**src/rtl/alu_op_seq_if.sv**
```systemverilog
// Bundle of command, ALU and result signals around the ALU sequencer.
// The sequencer takes the slave side; whoever feeds commands and hosts the ALU takes the master side.
interface alu_op_seq_if;
    logic       in_valid;
    logic       in_ready;
    logic [3:0] in_a;
    logic [3:0] in_b;
    logic [2:0] in_op;
    logic       in_cin;

    logic [3:0] alu_a;
    logic [3:0] alu_b;
    logic [2:0] alu_c;
    logic       alu_cin;
    logic [3:0] alu_result;
    logic       alu_overflow;
    logic       alu_carry;
    logic       alu_size;

    logic       out_valid;
    logic       out_ready;
    logic [3:0] out_result;
    logic [3:0] out_flags;
    logic [2:0] out_op;

    logic       busy;
    logic [7:0] op_count;

    modport master (
        output in_valid, in_a, in_b, in_op, in_cin,
        output alu_result, alu_overflow, alu_carry, alu_size,
        output out_ready,
        input  in_ready,
        input  alu_a, alu_b, alu_c, alu_cin,
        input  out_valid, out_result, out_flags, out_op,
        input  busy, op_count
    );

    modport slave (
        input  in_valid, in_a, in_b, in_op, in_cin,
        input  alu_result, alu_overflow, alu_carry, alu_size,
        input  out_ready,
        output in_ready,
        output alu_a, alu_b, alu_c, alu_cin,
        output out_valid, out_result, out_flags, out_op,
        output busy, op_count
    );
endinterface

```
**src/rtl/alu_op_seq.sv**
```systemverilog
// Sequencer around an external combinational 4-bit ALU: latches one command, lets the ALU settle
// for a cycle, then holds the result and masked flags until downstream accepts it.
module alu_op_seq (
    input  logic         clk,
    input  logic         rst_n,
    alu_op_seq_if.slave  bus
);

    localparam logic [2:0] OP_ADD = 3'b000;
    localparam logic [2:0] OP_SUB = 3'b001;
    localparam logic [2:0] OP_CMP = 3'b110;
    localparam logic [2:0] OP_EQ  = 3'b111;

    typedef enum logic [1:0] {
        IDLE = 2'd0,
        EXEC = 2'd1,
        DONE = 2'd2
    } state_t;

    state_t     state;
    state_t     state_next;

    logic [3:0] cmd_a;
    logic [3:0] cmd_b;
    logic [2:0] cmd_op;
    logic       cmd_cin;

    logic       out_valid_q;
    logic [3:0] out_result_q;
    logic [3:0] out_flags_q;
    logic [2:0] out_op_q;
    logic [7:0] op_count_q;

    logic       in_ready;
    logic       in_fire;
    logic       out_fire;
    logic       op_is_arith;
    logic       op_is_cmp;
    logic       alu_cin;
    logic [3:0] flags_next;

    always_ff @(posedge clk) begin
        if (!rst_n) begin
            state <= IDLE;
        end else begin
            state <= state_next;
        end
    end

    // In DONE the command port is only open while the result leaves, so a new command can chain directly into EXEC.
    always_comb begin
        state_next = state;
        in_ready   = 1'b0;
        case (state)
            IDLE: begin
                in_ready = 1'b1;
                if (bus.in_valid) begin
                    state_next = EXEC;
                end
            end
            EXEC: begin
                state_next = DONE;
            end
            DONE: begin
                in_ready = bus.out_ready;
                if (bus.out_ready) begin
                    state_next = bus.in_valid ? EXEC : IDLE;
                end
            end
            default: begin
                state_next = IDLE;
            end
        endcase
    end

    assign in_fire  = bus.in_valid && in_ready;
    assign out_fire = out_valid_q && bus.out_ready;

    always_ff @(posedge clk) begin
        if (!rst_n) begin
            cmd_a   <= 4'h0;
            cmd_b   <= 4'h0;
            cmd_op  <= 3'b000;
            cmd_cin <= 1'b0;
        end else if (in_fire) begin
            cmd_a   <= bus.in_a;
            cmd_b   <= bus.in_b;
            cmd_op  <= bus.in_op;
            cmd_cin <= bus.in_cin;
        end
    end

    // Subtract-style ops (sub, compare, equality) need carry-in 1 to form a + ~b + 1 inside the ALU.
    always_comb begin
        alu_cin = 1'b0;
        case (cmd_op)
            OP_ADD:                 alu_cin = cmd_cin;
            OP_SUB, OP_CMP, OP_EQ:  alu_cin = 1'b1;
            default:                alu_cin = 1'b0;
        endcase
    end

    assign op_is_arith = (cmd_op == OP_ADD) || (cmd_op == OP_SUB) ||
                         (cmd_op == OP_CMP) || (cmd_op == OP_EQ);
    assign op_is_cmp   = (cmd_op == OP_CMP) || (cmd_op == OP_EQ);

    // ALU flags are meaningless for logic ops, so they are masked rather than trusted.
    assign flags_next = {
        op_is_cmp   & bus.alu_size,
        op_is_arith & bus.alu_carry,
        op_is_arith & bus.alu_overflow,
        (bus.alu_result == 4'h0)
    };

    always_ff @(posedge clk) begin
        if (!rst_n) begin
            out_valid_q  <= 1'b0;
            out_result_q <= 4'h0;
            out_flags_q  <= 4'h0;
            out_op_q     <= 3'b000;
        end else if (state == EXEC) begin
            out_valid_q  <= 1'b1;
            out_result_q <= bus.alu_result;
            out_flags_q  <= flags_next;
            out_op_q     <= cmd_op;
        end else if (out_fire) begin
            out_valid_q  <= 1'b0;
        end
    end

    always_ff @(posedge clk) begin
        if (!rst_n) begin
            op_count_q <= 8'h00;
        end else if (out_fire) begin
            op_count_q <= op_count_q + 8'h01;
        end
    end

    assign bus.in_ready   = in_ready;
    assign bus.alu_a      = cmd_a;
    assign bus.alu_b      = cmd_b;
    assign bus.alu_c      = cmd_op;
    assign bus.alu_cin    = alu_cin;
    assign bus.out_valid  = out_valid_q;
    assign bus.out_result = out_result_q;
    assign bus.out_flags  = out_flags_q;
    assign bus.out_op     = out_op_q;
    assign bus.busy       = (state != IDLE);
    assign bus.op_count   = op_count_q;

endmodule

```
**src/flat_wrapper.sv**
```systemverilog
// flat-port wrapper written by rule: the top's interface ports become plain ports
module alu_op_seq_flat 
  (clk, rst_n, bus_in_valid, bus_in_a, bus_in_b, bus_in_op, bus_in_cin, bus_alu_result, bus_alu_overflow, bus_alu_carry, bus_alu_size, bus_out_ready, bus_in_ready, bus_alu_a, bus_alu_b, bus_alu_c, bus_alu_cin, bus_out_valid, bus_out_result, bus_out_flags, bus_out_op, bus_busy, bus_op_count);
  alu_op_seq_if bus_i ();
  input  logic clk;
  input  logic rst_n;
  input wire logic [$bits(bus_i.in_valid)-1:0] bus_in_valid;
  input wire logic [$bits(bus_i.in_a)-1:0] bus_in_a;
  input wire logic [$bits(bus_i.in_b)-1:0] bus_in_b;
  input wire logic [$bits(bus_i.in_op)-1:0] bus_in_op;
  input wire logic [$bits(bus_i.in_cin)-1:0] bus_in_cin;
  input wire logic [$bits(bus_i.alu_result)-1:0] bus_alu_result;
  input wire logic [$bits(bus_i.alu_overflow)-1:0] bus_alu_overflow;
  input wire logic [$bits(bus_i.alu_carry)-1:0] bus_alu_carry;
  input wire logic [$bits(bus_i.alu_size)-1:0] bus_alu_size;
  input wire logic [$bits(bus_i.out_ready)-1:0] bus_out_ready;
  output wire logic [$bits(bus_i.in_ready)-1:0] bus_in_ready;
  output wire logic [$bits(bus_i.alu_a)-1:0] bus_alu_a;
  output wire logic [$bits(bus_i.alu_b)-1:0] bus_alu_b;
  output wire logic [$bits(bus_i.alu_c)-1:0] bus_alu_c;
  output wire logic [$bits(bus_i.alu_cin)-1:0] bus_alu_cin;
  output wire logic [$bits(bus_i.out_valid)-1:0] bus_out_valid;
  output wire logic [$bits(bus_i.out_result)-1:0] bus_out_result;
  output wire logic [$bits(bus_i.out_flags)-1:0] bus_out_flags;
  output wire logic [$bits(bus_i.out_op)-1:0] bus_out_op;
  output wire logic [$bits(bus_i.busy)-1:0] bus_busy;
  output wire logic [$bits(bus_i.op_count)-1:0] bus_op_count;
  assign bus_i.in_valid = bus_in_valid;
  assign bus_i.in_a = bus_in_a;
  assign bus_i.in_b = bus_in_b;
  assign bus_i.in_op = bus_in_op;
  assign bus_i.in_cin = bus_in_cin;
  assign bus_i.alu_result = bus_alu_result;
  assign bus_i.alu_overflow = bus_alu_overflow;
  assign bus_i.alu_carry = bus_alu_carry;
  assign bus_i.alu_size = bus_alu_size;
  assign bus_i.out_ready = bus_out_ready;
  assign bus_in_ready = bus_i.in_ready;
  assign bus_alu_a = bus_i.alu_a;
  assign bus_alu_b = bus_i.alu_b;
  assign bus_alu_c = bus_i.alu_c;
  assign bus_alu_cin = bus_i.alu_cin;
  assign bus_out_valid = bus_i.out_valid;
  assign bus_out_result = bus_i.out_result;
  assign bus_out_flags = bus_i.out_flags;
  assign bus_out_op = bus_i.out_op;
  assign bus_busy = bus_i.busy;
  assign bus_op_count = bus_i.op_count;
  alu_op_seq u_core (.clk(clk), .rst_n(rst_n), .bus(bus_i));
endmodule
```
**config.mk**
```make
export PLATFORM = sky130hd
export DESIGN_NAME = alu_op_seq_flat
export DESIGN_NICKNAME = d
export VERILOG_FILES = /design/src/rtl/alu_op_seq_if.sv /design/src/rtl/alu_op_seq.sv /design/src/flat_wrapper.sv
export SDC_FILE = /design/constraint.sdc
export NUM_CORES = 1
export LEC_CHECK = 0
export CORE_ASPECT_RATIO = 0.9
export CORE_UTILIZATION = 42
export DETAILED_ROUTE_END_ITERATION = 6
export GPL_TIMING_DRIVEN = 1
export PLACE_DENSITY = 0.77
export SLEW_MARGIN = 10
export SYNTH_ARGS = -nofsm -noshare
export SYNTH_HDL_FRONTEND = slang
export SYNTH_SLANG_ARGS = --single-unit
```
**constraint.sdc**
```tcl
create_clock -name clk -period 1.63 [get_ports clk]
set_clock_uncertainty 0.05 [all_clocks]
set_input_delay 0.489 -clock clk [delete_from_list [all_inputs] [get_ports clk]]
set_output_delay 0.489 -clock clk [all_outputs]
set_load 0.01 [all_outputs]
```
==> impl_metrics.ini, run 1 <==
[outcome]
status = finished clean

[global_routing]
antenna_found_initial = 0
grt_max_degree = 18
grtUsageTotal_pct = 23.2
grt_pass1_vias = 1439
grt_pass1_wl_mm = 6.53
grt_overflow = 0

[sta]
worstMarginPinSlew_ns = 0.463
finalCriticalPeriod_ns = 1.60
worst_slack_ns = 0.0292
fmax_ghz = 0.625
slew_viol_final = 0
finalHoldViolCount = 0
relSlewSlack_pct = 69.2
min_period_over_period_pct = 98.2
setup_violations = 0

[worst_setup_path]
rr_endpoint = u_core.bus.alu_a[1]
reg2reg_from = u_core.state[1]
arrival_ns = 1.06
end_kind = primary output
startpoint_type = input port
required_ns = 1.09
reg2regPathDepth = 6
cp_max_fo = 2
crit_type = in2out
r2r_slack_ns = 0.22

[clocking]
cts_tree = built
cts_buffer_depth = 2
clock_sinks = 34
path_clk_slew_ns = 0.07
cts-root-buf = clkbuf_8
cts_inserted_buffers = 5
clock_latency_ns = 0.28
ctsHtreeMaxLevel = 2

[cells_and_area]
nNetsFinal = 263
area_growth_pct = 59.4
layout_common_cells = 31 x dlygate4sd2_1, 31 x dfxtp_1, 27 x a21oi_1, 26 x nand2_1, 21 x clkdlybuf4s50_1
drive_gt1_share_pct = 16.7
diodes = 0
final-instance-count-excl-fill = 282

[synth]
synth_fp_nets = 191
synthDistinctLibCells = 25
synthCells = 167
synth-seq-cells = 34
syn_area_per_cell_sq_um = 8.55
ys_warn_count = 0
synth_area_sq_um = 1430
ys_seq_area_share_pct = 47.7

[floorplanning]
die_w_microns = 63.5
io_pins = 57
die_area_sq_um = 3640
die_h_microns = 57.3
core-area_sq_um = 3140
floorplan.initialDensity_pct = 45.5
row_count = 19

[power_and_ir_drop]
leakage_nw = 0.990
peakVddDrop_mv = 0.589
pwr_density_cell_nw_per_um2 = 922

[placed_design]
dpl_worst_slack_ns = -0.548
placed_cells = 271
io_buffer_count = 56
hpwl_mm = 2.73
place_congestion = 0.778

[drt]
dr.first_iter.drc_count = 86
drc = 0
viasPerCell = 5.34
wl_mm = 3.93
routedWlPerCell_microns = 13.9
num_vias = 1505
drtAntennaViolNets = 0
dr.pass1.iters = 4

[min_path]
min_to = u_core.bus.out_flags[3]
worstHoldPathCells = 2
worstHoldPathType = reg2reg
min_from = u_core.bus.out_flags[3]

[run]
max_cap_viol_count = 0
-- cells by family (layout without fill, tap and decap cells) --
group | Yosys count | count (layout) | share of synthesized area [%]
compound gates | 47 | 47 | 19.1
xor+xnor | 3 | 3 | 1.84
fa+ha+maj | 1 | 1 | 0.876
buf+inv | 16 | 89 | 4.56
flops | 34 | 34 | 47.7
mux | 1 | 1 | 0.701
simple gates | 65 | 65 | 25.2
-- flip-flops by register name, indices dropped and copies added, names as in the netlist, 2 cells and up --
| name | cells |
|---|---|
| u_core.bus.alu_a | 4 |
| u_core.bus.alu_b | 4 |
| u_core.bus.alu_c | 3 |
| u_core.bus.op_count | 8 |
| u_core.bus.out_flags | 4 |
| u_core.bus.out_op | 3 |
| u_core.bus.out_result | 4 |
| u_core.state | 2 |
-- through the flow --
step / TNS (ns) / total power, W / util (%) / instance area (sq um) / hold slack, ns
3_3_place_gp: -3.22 / 0.00119 / 68.1 / 2140 / 0.390
2_1_floorplan: 0 / 0.00102 / - / 1430 / 0.395
6_report: 0 / 0.00210 / 72.5 / 2280 / 0.404
3_5_place_dp: -3.79 / 0.00120 / 68.1 / 2140 / 0.400
5_1_grt: -0.00433 / 0.00219 / 72.5 / 2280 / 0.419
4_1_cts: 0 / 0.00210 / 72.1 / 2260 / 0.408
-- layout make-up --
class | instances | area [sq um]
fill | 262 | 862
clock buffer | 5 | 68.8
clock inverter | 3 | 68.8
inverter | 4 | 15.0
tap | 42 | 52.6
timing repair buffer | 77 | 687
multi-input combinational | 117 | 699
sequential | 34 | 684
-- worst max path at each step --
stage / startpoint / end / cells past startpoint
floorplan: bus_out_ready / bus_in_ready / 3
detailed placement: bus_out_ready / bus_in_ready / 4
global route: u_core.state[1] / bus_busy / 2
global placement: bus_out_ready / bus_in_ready / 4
CTS: u_core.bus.alu_c[2] / bus_alu_cin / 4
finish: bus_out_ready / bus_in_ready / 4
-- what timing repair did --
item | 4_1_cts | 5_1_grt
setup endpoints to repair | 35 | 4
hold buffers | 0 | 0
setup buffers | 2 | 1
gates resized for setup | 49 | 4
hold endpoints to repair | 0 | 0
pin swaps | 1 | 0
-- critical path, cell delays in order --
cell           delay, ns
dlygate4sd2_1       0.26
nor2b_2             0.13
nor2_1              0.05
buf_2               0.13
-- per-layer routing --
layer / track usage, % / part of all wire, %
met4: 7.47 / 1.0
met5: 0 / 0
met2: 40.9 / 50
met1: 27.4 / 44
met3: 6.20 / 4.6
-- where the power goes --
group / internal [W] / switching, W
Combinational: 0.000151 / 0.000133
Clock: 0.000613 / 0.000317
Sequential: 0.000864 / 0.0000195
-- Yosys cell counts, drive strengths merged --
cell type | n | area (sq um)
ha | 1 | 12.5
a21oi | 28 | 140
xnor2 | 1 | 8.76
nand4b | 12 | 105
o211ai | 1 | 7.51
xor2 | 2 | 17.5
nand2b | 5 | 31.3
or3 | 2 | 12.5
or2 | 1 | 6.26
nand2 | 26 | 97.6
and2 | 1 | 6.26
nor2b | 2 | 12.5
o31ai | 14 | 105
o21ai | 4 | 20.0
dfxtp | 34 | 681
nand4 | 2 | 12.5
inv | 4 | 15.0
or4 | 1 | 7.51
buf | 4 | 20.0
nor4 | 3 | 18.8
nor2 | 4 | 15.0
clkbuf | 8 | 30.0
nand3 | 6 | 35.0
mux2i | 1 | 10.0
No activity file was read; power rests on OpenSTA's default activity.
==> run 2, diff against run 1 <==
--- a/config.mk
+++ b/config.mk
@@ -6,10 +6,10 @@
 export NUM_CORES = 1
 export LEC_CHECK = 0
 export CORE_ASPECT_RATIO = 0.9
-export CORE_UTILIZATION = 42
+export CORE_UTILIZATION = 38
 export DETAILED_ROUTE_END_ITERATION = 6
 export GPL_TIMING_DRIVEN = 1
-export PLACE_DENSITY = 0.77
+export PLACE_DENSITY = 0.73
 export SLEW_MARGIN = 10
 export SYNTH_ARGS = -nofsm -noshare
 export SYNTH_HDL_FRONTEND = slang
==> constraint.sdc (replaced) <==
create_clock -name clk -period 1.3 [get_ports clk]
set_clock_uncertainty 0.05 [all_clocks]
set_input_delay 0.39 -clock clk [delete_from_list [all_inputs] [get_ports clk]]
set_output_delay 0.39 -clock clk [all_outputs]
set_load 0.01 [all_outputs]
==> impl_metrics.ini, run 2 (synthesis gave the netlist of run 1 again) <==
[min_path]
worstHoldPathType = reg2reg

[drt]
wl_mm = 4.24
routedWlPerCell_microns = 14.1
drtAntennaViolNets = 0
drc = 0
num_vias = 1584
viasPerCell = 5.25
dr.pass1.iters = 4
dr.first_iter.drc_count = 48

[sta]
finalCriticalPeriod_ns = 1.43
relSlewSlack_pct = 81.5
min_period_over_period_pct = 110
finalHoldViolCount = 0
setup_violations = 5
rsz0062_at_grt = true
slew_viol_final = 0
worst_slack_ns = -0.125
fmax_ghz = 0.702
worstMarginPinSlew_ns = 0.278
hold_ws_ns = 0.408

[power_and_ir_drop]
pwr_density_cell_nw_per_um2 = 1010
leakage_nw = 1.00
peakVddDrop_mv = 1.11

[global_routing]
grt_pass1_wl_mm = 6.40
antenna_found_initial = 0
grt_pass1_vias = 1471
grt_overflow = 0
grtUsageTotal_pct = 21.3
grt_max_degree = 26

[worst_setup_path]
crit_type = reg2out
path_cells = or2_4 > buf_6
startpoint_type = register
arrival_ns = 0.99
crit_path_max_incr_delay_ns = 0.34
end_kind = primary output
cp_max_fo = 3
required_ns = 0.86
slowest_stage = dfxtp_2

[cells_and_area]
nNetsFinal = 281
finish.utilization_pct = 69.1
drive_gt1_share_pct = 39.9
largest_reg_flops = 8
area_growth_pct = 68.3
layout_common_cells = 28 x a21oi_1, 28 x buf_4, 26 x nand2_1, 22 x dfxtp_1, 20 x clkdlybuf4s50_1
diodes = 0
fin_area_sq_um = 2400

[clocking]
ctsHtreeMaxLevel = 2
cts_inserted_buffers = 5
clock_sinks = 34
cts_buffer_depth = 2
path_clk_slew_ns = 0.07
cts_tree = built
clock_latency_ns = 0.28
cts-root-buf = clkbuf_8

[floorplanning]
row_count = 20
core-area_sq_um = 3480
floorplan.initialDensity_pct = 41.0
die_area_sq_um = 4010
die_w_microns = 66.6
io_pins = 57
die_h_microns = 60.2

[placed_design]
io_buffer_count = 56
place_congestion = 0.809
hpwl_mm = 2.72
post_dp_cell_area_sq_um = 2240

[run]
max_cap_viol_count = 0

[outcome]
status = finished with violations
violations = negative setup slack
run 2: cell types whose count changed in the layout (fill, tap and decap cells not counted), moves of 8 or more:
cell / delta
dfxtp_1: -9
dfxtp_2: +8
buf_6: +9
clkbuf_2: +18
dlygate4sd2_1: -31
buf_2: +9
buf_4: +9
run 2: critical path: cells and delay by family, from the launching register on:
| family | cells | cell delay (ns) |
|---|---|---|
| and+or+nand+nor | 1 | 0.24 |
| DFF | 1 | 0.34 |
| buffers and inverters | 1 | 0.12 |
run 2: timing repair:
| item | in CTS | in global routing |
|---|---|---|
| buffers inserted | 3 | 6 |
| gates cloned | 1 | 1 |
| endpoints found under the setup margin | 52 | 48 |
| hold buffers | 0 | 0 |
| pin swaps | 2 | 5 |
| gates resized for setup | 112 | 49 |
run 2: metrics by stage:
step	setup WS, ns	setup TNS (ns)	power, W	cells
after floorplan	0.00227	0	0.00129	167
after global placement	-0.747	-11.39	0.00152	284
after detailed placement	-0.768	-12.53	0.00153	284
after CTS	-0.123	-0.365	0.00242	296
after global routing	-0.156	-0.669	0.00252	302
final	-0.125	-0.417	0.00242	302
run 2: final timing paths:
| path | startpoint | end | slack (ns) | cells after the start |
|---|---|---|---|---|
| hold reg to reg | u_core.bus.out_flags[0] | u_core.bus.out_flags[0] | 0.41 | 2 |
| setup / recovery | u_core.state[1] | bus_busy | -0.13 | 2 |
| setup reg to reg | u_core.bus.out_valid | u_core.bus.op_count[5] | -0.04 | 4 |
| hold / removal | u_core.bus.out_flags[0] | u_core.bus.out_flags[0] | 0.41 | 2 |
run 2: per-layer routing:
metal  GRT usage, %  routed length, microns  vias up
met5              0                       0        -
met4           7.29                      46        0
met3           5.73                     218        7
met2           36.7                    2080       47
met1           25.5                    1900      747
li1               -                       -      783
run 2: area by class of cell:
type,instances,area (sq um)
Inverter,4,18.8
Tap cell,44,55.1
Timing Repair inverter,1,7.51
Fill cell,263,1080
Timing Repair Buffer,94,763
Sequential cell,34,698
Multi-Input combinational cell,117,749
Clock buffer,8,110
run 2: report_power, final:
part           internal [W]  switching, W
Clock              0.000535      0.000371
Combinational      0.000226      0.000182
Sequential          0.00108     0.0000263
